## src/rtl/regfile_ctrl_pkg.sv

```systemverilog
// Shared constants and types for the register-file write-back controller.
// The request enum tags which write-back stage owned the most recent grant.
package regfile_ctrl_pkg;

   localparam int DATA_W = 8;
   localparam int ADDR_W = 2;
   localparam int NREG   = 4;

   typedef enum logic {
      REQ_ALU = 1'b0,
      REQ_MEM = 1'b1
   } wb_req_e;

endpackage

```

## src/rtl/wb_rr_arbiter.sv

```systemverilog
// Two-way round-robin arbiter between the ALU and memory write-back stages.
// Grants depend only on the valids and the remembered last winner, never on ready.
module wb_rr_arbiter
   import regfile_ctrl_pkg::*;
(
   input  logic clk,
   input  logic rst_n,
   input  logic alu_valid_i,
   input  logic mem_valid_i,
   output logic alu_grant_o,
   output logic mem_grant_o
);

   wb_req_e lastGrant_q, lastGrant_d;

   // A tie goes to whichever requester did not win the previous transfer.
   always_comb begin
      alu_grant_o = alu_valid_i && (!mem_valid_i || (lastGrant_q == REQ_MEM));
      mem_grant_o = mem_valid_i && !alu_grant_o;
      lastGrant_d = lastGrant_q;
      if (alu_grant_o) begin
         lastGrant_d = REQ_ALU;
      end else if (mem_grant_o) begin
         lastGrant_d = REQ_MEM;
      end
   end

   always_ff @(posedge clk or negedge rst_n) begin
      if (!rst_n) begin
         lastGrant_q <= REQ_MEM;
      end else begin
         lastGrant_q <= lastGrant_d;
      end
   end

endmodule

```

## src/rtl/regfile_wb_ctrl.sv

```systemverilog
// Write-back controller: arbitrates the single register-file write port and
// tracks pending writes per register to stall decode on read-after-write hazards.
module regfile_wb_ctrl #(
   parameter int DATA_W = regfile_ctrl_pkg::DATA_W,
   parameter int ADDR_W = regfile_ctrl_pkg::ADDR_W,
   parameter int NREG   = regfile_ctrl_pkg::NREG
) (
   input  logic              clk,
   input  logic              rst_n,
   input  logic              alu_valid_i,
   input  logic [ADDR_W-1:0] alu_rd_i,
   input  logic [DATA_W-1:0] alu_data_i,
   output logic              alu_ready_o,
   input  logic              mem_valid_i,
   input  logic [ADDR_W-1:0] mem_rd_i,
   input  logic [DATA_W-1:0] mem_data_i,
   output logic              mem_ready_o,
   input  logic              issue_valid_i,
   input  logic [ADDR_W-1:0] issue_rd_i,
   input  logic [ADDR_W-1:0] rs_i,
   input  logic [ADDR_W-1:0] rt_i,
   output logic              stall_o,
   output logic              rf_we_o,
   output logic [ADDR_W-1:0] rf_rd_o,
   output logic [DATA_W-1:0] rf_wdata_o,
   output logic [NREG-1:0]   busy_o,
   output logic              err_o
);

   logic              aluGrant, memGrant;
   logic              rfWe_q, rfWe_d;
   logic [ADDR_W-1:0] rfRd_q, rfRd_d;
   logic [DATA_W-1:0] rfWdata_q, rfWdata_d;
   logic [1:0]        cnt_q [NREG];
   logic [1:0]        cnt_d [NREG];
   logic              err_q, err_d;
   logic [NREG-1:0]   busy;
   logic              issueAccept;

   wb_rr_arbiter u_arb (
      .clk         (clk),
      .rst_n       (rst_n),
      .alu_valid_i (alu_valid_i),
      .mem_valid_i (mem_valid_i),
      .alu_grant_o (aluGrant),
      .mem_grant_o (memGrant)
   );

   assign alu_ready_o = aluGrant;
   assign mem_ready_o = memGrant;

   always_comb begin
      rfWe_d    = aluGrant || memGrant;
      rfRd_d    = rfRd_q;
      rfWdata_d = rfWdata_q;
      if (aluGrant) begin
         rfRd_d    = alu_rd_i;
         rfWdata_d = alu_data_i;
      end else if (memGrant) begin
         rfRd_d    = mem_rd_i;
         rfWdata_d = mem_data_i;
      end
   end

   always_comb begin
      busy = '0;
      for (int r = 0; r < NREG; r++) begin
         busy[r] = (cnt_q[r] != 2'd0);
      end
   end

   assign stall_o     = issue_valid_i &&
                        (busy[rs_i] || busy[rt_i] || (cnt_q[issue_rd_i] == 2'd3));
   assign issueAccept = issue_valid_i && !stall_o;

   // The commit in flight retires one pending write as the register file
   // absorbs it; a commit to an idle register is an underflow, not a wrap.
   always_comb begin
      err_d = err_q;
      for (int r = 0; r < NREG; r++) begin
         cnt_d[r] = cnt_q[r];
         if (rfWe_q && (rfRd_q == ADDR_W'(r)) && (cnt_q[r] == 2'd0)) begin
            err_d = 1'b1;
         end
         if (issueAccept && (issue_rd_i == ADDR_W'(r)) &&
             !(rfWe_q && (rfRd_q == ADDR_W'(r)))) begin
            cnt_d[r] = cnt_q[r] + 2'd1;
         end else if (rfWe_q && (rfRd_q == ADDR_W'(r)) &&
                      !(issueAccept && (issue_rd_i == ADDR_W'(r))) &&
                      (cnt_q[r] != 2'd0)) begin
            cnt_d[r] = cnt_q[r] - 2'd1;
         end
      end
   end

   always_ff @(posedge clk or negedge rst_n) begin
      if (!rst_n) begin
         rfWe_q    <= 1'b0;
         rfRd_q    <= '0;
         rfWdata_q <= '0;
         err_q     <= 1'b0;
         for (int r = 0; r < NREG; r++) begin
            cnt_q[r] <= 2'd0;
         end
      end else begin
         rfWe_q    <= rfWe_d;
         rfRd_q    <= rfRd_d;
         rfWdata_q <= rfWdata_d;
         err_q     <= err_d;
         for (int r = 0; r < NREG; r++) begin
            cnt_q[r] <= cnt_d[r];
         end
      end
   end

   assign rf_we_o    = rfWe_q;
   assign rf_rd_o    = rfRd_q;
   assign rf_wdata_o = rfWdata_q;
   assign busy_o     = busy;
   assign err_o      = err_q;

endmodule

```

## config.mk

```make
export PLATFORM = sky130hd
export DESIGN_NAME = regfile_wb_ctrl
export DESIGN_NICKNAME = d
export VERILOG_FILES = /design/src/rtl/regfile_ctrl_pkg.sv /design/src/rtl/wb_rr_arbiter.sv /design/src/rtl/regfile_wb_ctrl.sv
export SDC_FILE = /design/constraint.sdc
export NUM_CORES = 1
export LEC_CHECK = 0
export CORE_MARGIN = 5
export CORE_UTILIZATION = 43
export DETAILED_ROUTE_END_ITERATION = 10
export GPL_TIMING_DRIVEN = 0
export PLACE_DENSITY = 0.79
export SLEW_MARGIN = 20
export SYNTH_ARGS = -nofsm -noshare
export SYNTH_HDL_FRONTEND = slang
export SYNTH_SLANG_ARGS = --single-unit
```

## constraint.sdc

```tcl
create_clock -name clk -period 2.23 [get_ports clk]
set_input_delay 0.3345 -clock clk [delete_from_list [all_inputs] [get_ports clk]]
set_output_delay 0.3345 -clock clk [all_outputs]
set_load 0.02 [all_outputs]
```

Word level (Yosys, flattened, before mapping). Index checks and enable logic that the tools add are counted.

Logic and storage cells: 112. Output and inout port bits: 19. Flip-flop bits (word level): 21. Input bits: 31.

Eq/ne operators: 7. Bitwise operators: 1. Mux-type cells: 25. Reductions and logical operators: 59. $add $sub $neg: 8. $lt $le $gt $ge: 3.

Operator list (number): logical AND 1 bit (28); two-way mux 2 bit (12); nonzero test 2 bit (9); two-way mux 8 bit (2); logical NOT 2 bit (6); logical NOT 1 bit (11); == test 2 bit (second input constant) (5); adder 2 x 1 -> 2 bit (second input constant) (4); two-way mux 1 bit (8); subtractor 2 x 1 -> 2 bit (second input constant) (4); < comparator 2 x 3 -> 1 bit (second input constant) (2); binary-select mux 1 bit (select 2 bit) (2); binary-select mux 2 bit (select 2 bit) (1); == test 2 x 1 -> 1 bit (second input constant) (2); logical OR 1 bit (4); nonzero test 4 bit (1); greater-or-equal comparator 3 bit (second input constant) (1); inverter 2 -> 3 bit (1).

Depth between registers and ports, before layout.
Word-level depth: 15. Depth in mapped cells: 6. Gate-level depth less buffers: 5.

Hierarchy. Synthesis repeated with hierarchy kept, for this count alone.

Cells, all modules: 135. Area total of the unflattened synthesis: 1265.0 µm².

By module, submodules not included: regfile_wb_ctrl (cells an instance 129, sequential area each 500.5 µm², instances 1, area each 1211.2 µm²); wb_rr_arbiter (cells an instance 6, sequential area each 26.3 µm², instances 1, area each 53.8 µm²).

Worst setup path before layout. No wires, ideal clock.

Path kind: flip-flop to output port. Start: reg cnt_q[0] in the netlist's numbering. End: out stall_o. Setup slack: 0.434 ns. Data arrival time: 1.462 ns. Stages on the path, launching flop included: 4. Required time: 1.896 ns. Buffers on the path: 0. Path through: dfrtp_1 > nor2_2 > mux4_2 > a31oi_1.

Longest elaborated chain between the ends: 6. Elaborated cells on any way between the ends: 12. Classes of those cells: eq/ne: 1; mux: 7; reduce/logical: 4.

RTL lines: from (decl) (line regfile_wb_ctrl.sv:34) `logic [1:0] cnt_q [NREG];`; from (signal, indexed assignment) (line regfile_wb_ctrl.sv:111) `cnt_q[r] <= cnt_d[r];`; binary-select mux 2 bit (select 2 bit) / nonzero test 2 bit (equally long branches) (line regfile_wb_ctrl.sv:73, regfile_wb_ctrl.sv:68); two-way mux 2 bit (not written as such) / binary-select mux 1 bit (select 2 bit) (equally long branches) (line regfile_wb_ctrl.sv:73) `(busy[rs_i] || busy[rt_i] || (cnt_q[issue_rd_i] == 2'd3));`; two-way mux 2 bit (not written as such) / two-way mux 1 bit (equally long branches) (line regfile_wb_ctrl.sv:73); == test 2 bit / logical OR 1 bit (equally long branches) (line regfile_wb_ctrl.sv:73); logical OR 1 bit * (line regfile_wb_ctrl.sv:73); logical AND 1 bit * (line regfile_wb_ctrl.sv:72) `assign stall_o = issue_valid_i &&`; to (decl) (line regfile_wb_ctrl.sv:22) `output logic stall_o,`.

Every way passes the cells marked *; elsewhere a longest branch is shown, timed or not. The select of a mux whose other input is x is not followed.

Final worst setup path.
Start: reg u_arb.lastGrant_q. End: out mem_ready_o.

Longest elaborated chain between the ends: 4.

RTL lines: from (decl) (line wb_rr_arbiter.sv:14) `wb_req_e lastGrant_q, lastGrant_d;`; from (signal assigned) (line wb_rr_arbiter.sv:32) `lastGrant_q <= lastGrant_d;`; logical OR 1 bit (line wb_rr_arbiter.sv:18) `alu_grant_o = alu_valid_i && (!mem_valid_i || (lastGrant_q == REQ_MEM));`; logical AND 1 bit (line wb_rr_arbiter.sv:18); logical NOT 1 bit (line wb_rr_arbiter.sv:19) `mem_grant_o = mem_valid_i && !alu_grant_o;`; logical AND 1 bit (line wb_rr_arbiter.sv:19); to (decl) (line regfile_wb_ctrl.sv:17) `output logic mem_ready_o,`.

No other way between the ends.

==> metrics.cfg <==
[synth]
synth_cell_types=37
yosysTopAreaCell=dfrtp_1
yosysSeqAreaShare=0.411
synth_ff_type=dfrtp_1
ys_ff_latch=21
ys_warn_count=0
synth_area_um2=1280
syn_avg_cell_area_um2=9.43
syn_inst=136
synth_edf_count=0
synth_nets=167
synth.area.top_cells=dfrtp_1, mux2i_1, nor2_1
async_reset_ff_frac=1.00
synth_top_area_frac=0.390

[floorplanning]
chipHeight_um=64.6
initial_core_util=0.457
die_w_um=64.6
die_area_um2=4170
core_area_um2=2810
rows=19
top_level_ports=50

[layout]
fin_util=0.650
final_nets=221
diodes=0
drive_gt1_frac=0.122
syn2layout_area_growth_pct=42.2
final_cells=220

[timing]
setup_viol_count_final=0
finalCriticalPeriod_ns=2.07
clock.fmax_ghz=0.482
rsz0062_at_grt=no
slew_viol_final=0
skew_ns=0.00182
timing.hold.ws_ns=-0.0227
period_share=0.930
slew_headroom=0.603
worstMarginPinSlew_ns=0.594
hold_violations=20

[cts]
cts_buffers=3
cts-root-buf=clkbuf_4
cts.sinks=21
clk_path_buf_depth=2
clk_pin_slew_ns=0.11
cts_hold_buf=0
htreeDepth=1
cts_tree=done
clkLatencyLatePin_ns=0.29

[critical_path]
cp-end-kind=primary output
crit_top_cell=nand2_1
crit_type=reg2out
path_buf_inv=2
max_stage_delay_ns=0.54
arrival_ns=1.74
cp_top_family=buffers and inverters
worstPathMaxFanout=4
worst_ep_required_time_ns=1.90
worstPathCellList=inv_1 -> nand2_1 -> nand2_1 -> and2_1 -> clkdlybuf4s50_1
crit_path_top_delay_cell=dfstp_2
crit_path_start_kind=flop

[run]
cap_violations=0

[run_status]
violations=hold timing
outcome=finished with violations

[global_routing]
grt_start_max_net_pins=22
overflow=0
track_usage=0.165
grt_pass1_wl_um=5510
antenna_found_initial=0
grt_pass1_vias=1229

[route]
dr.pass1.iters=4
vias_per_cell=5.43
via_count=1195
finalWirelength_um=3240
post_drt_wl_per_cell_um=14.7
drc_errors=0
drt_iter0_drc=50
drtAntennaViolNets=0

[place]
io_buffers=47
gp_congestion=0.816
hpwlAfterDp_um=2550
place_inst=214

[power]
cellPowerDensity_nw_per_um2=800
p_leak_nw=0.827
vdd_drop_max_uv=387

[min_path]
hp-class=in2async

[kinds of logic after synthesis]
| kind of cell | count (synthesis) | share of synthesized area |
|---|---|---|
| AOI/OAI and AO/OA | 35 | 0.197 |
| xor gates and xnor gates | 4 | 0.0273 |
| buffers and inverters | 14 | 0.0439 |
| DFF | 21 | 0.411 |
| muxes | 12 | 0.113 |
| and+or+nand+nor | 50 | 0.208 |
[timing repair]
item                       4_1_cts  5_1_grt
setup endpoints to repair        2        2
setup buffers                    2        0
gates resized for setup          3        4
[placed cells by master, fill, tap and decap left out, types with 2 or more instances in the layout]
cell	count
mux2i_1	10
o22a_1	3
clkbuf_1	4
clkbuf_4	3
dfrtp_1	20
clkdlybuf4s50_1	44
a21oi_1	11
inv_1	8
a21boi_1	3
nand4b_1	3
buf_4	3
mux4_2	2
xnor2_1	4
nand2_1	7
a2bb2oi_2	3
nor2_2	3
and3_1	5
o21bai_1	4
nand3_1	5
nor3_1	2
clkbuf_2	3
o21ai_0	4
nor2_1	17
[per-stage QoR]
stage / worst slack (ns) / setup TNS [ns] / power (W) / cell area [um2]
6_report: 0.157 / 0 / 0.00146 / 1820
3_5_place_dp: -0.388 / -0.388 / 0.00127 / 1790
3_3_place_gp: -0.380 / -0.380 / 0.00124 / 1790
4_1_cts: 0.0125 / 0 / 0.00147 / 1830
2_1_floorplan: 0.434 / 0 / 0.000963 / 1280
5_1_grt: 0.0624 / 0 / 0.00156 / 1820
[cells in the mapped netlist, drive strengths merged (2+ instances only)]
| cell | number |
|---|---|
| o21ai | 5 |
| nand2 | 7 |
| nand4b | 3 |
| dfrtp | 20 |
| nand3 | 5 |
| clkbuf | 4 |
| a21boi | 3 |
| a2bb2oi | 4 |
| a21oi | 11 |
| mux4 | 2 |
| nor3 | 2 |
| o22a | 3 |
| inv | 8 |
| and3 | 5 |
| mux2i | 10 |
| o21bai | 4 |
| nand4 | 2 |
| nor2 | 20 |
| xnor2 | 4 |
| buf | 2 |
[power breakdown]
part           total, W  switching, W  leakage [nW]  internal [W]
sequential     0.000535     0.0000828         0.247      0.000452
combinational  0.000748      0.000383         0.565      0.000365
clock          0.000177      0.000108        0.0150     0.0000695
total           0.00146      0.000574         0.827      0.000886
[area by class of cell]
cell class              instances  area, um2
plain buffers                   6       28.8
clock buffers                   4       26.3
fillers                       245        981
inverters                       8       30.0
multi-input cells             101        699
flip-flops and latches         21        527
well taps                      31       38.8
repair buffers                 49        474
[per-layer routing]
layer,share of wire,wire [um],GRT usage,up-vias
met4,0.0040,13,0.0317,0
met5,0,0,0,-
met2,0.48,1560,0.303,48
met1,0.41,1330,0.180,553
li1,-,-,-,592
met3,0.10,340,0.0656,2
[path summary, 6_finish.rpt]
| path | cells past startpoint | start | end | slack, ns |
|---|---|---|---|---|
| setup / recovery | 5 | u_arb.lastGrant_q | mem_ready_o | 0.16 |
| hold / removal | 1 | rst_n | cnt_q[6] | -0.02 |
| max in group asynchronous | 1 | rst_n | u_arb.lastGrant_q | 1.91 |
| setup reg to reg | 6 | cnt_q[6] | cnt_q[4] | 0.43 |
| hold reg to reg | 1 | err_o | err_o | 0.51 |
| min in group clk | 3 | mem_valid_i | u_arb.lastGrant_q | 0.35 |
[registers in the layout (all words and copies together) (netlist names)]
name and count:
rf_we_o 1, rf_wdata_o 8, err_o 1, u_arb.lastGrant_q 1, rf_rd_o 2, cnt_q 8
No activity file was read; power rests on OpenSTA's default activity.
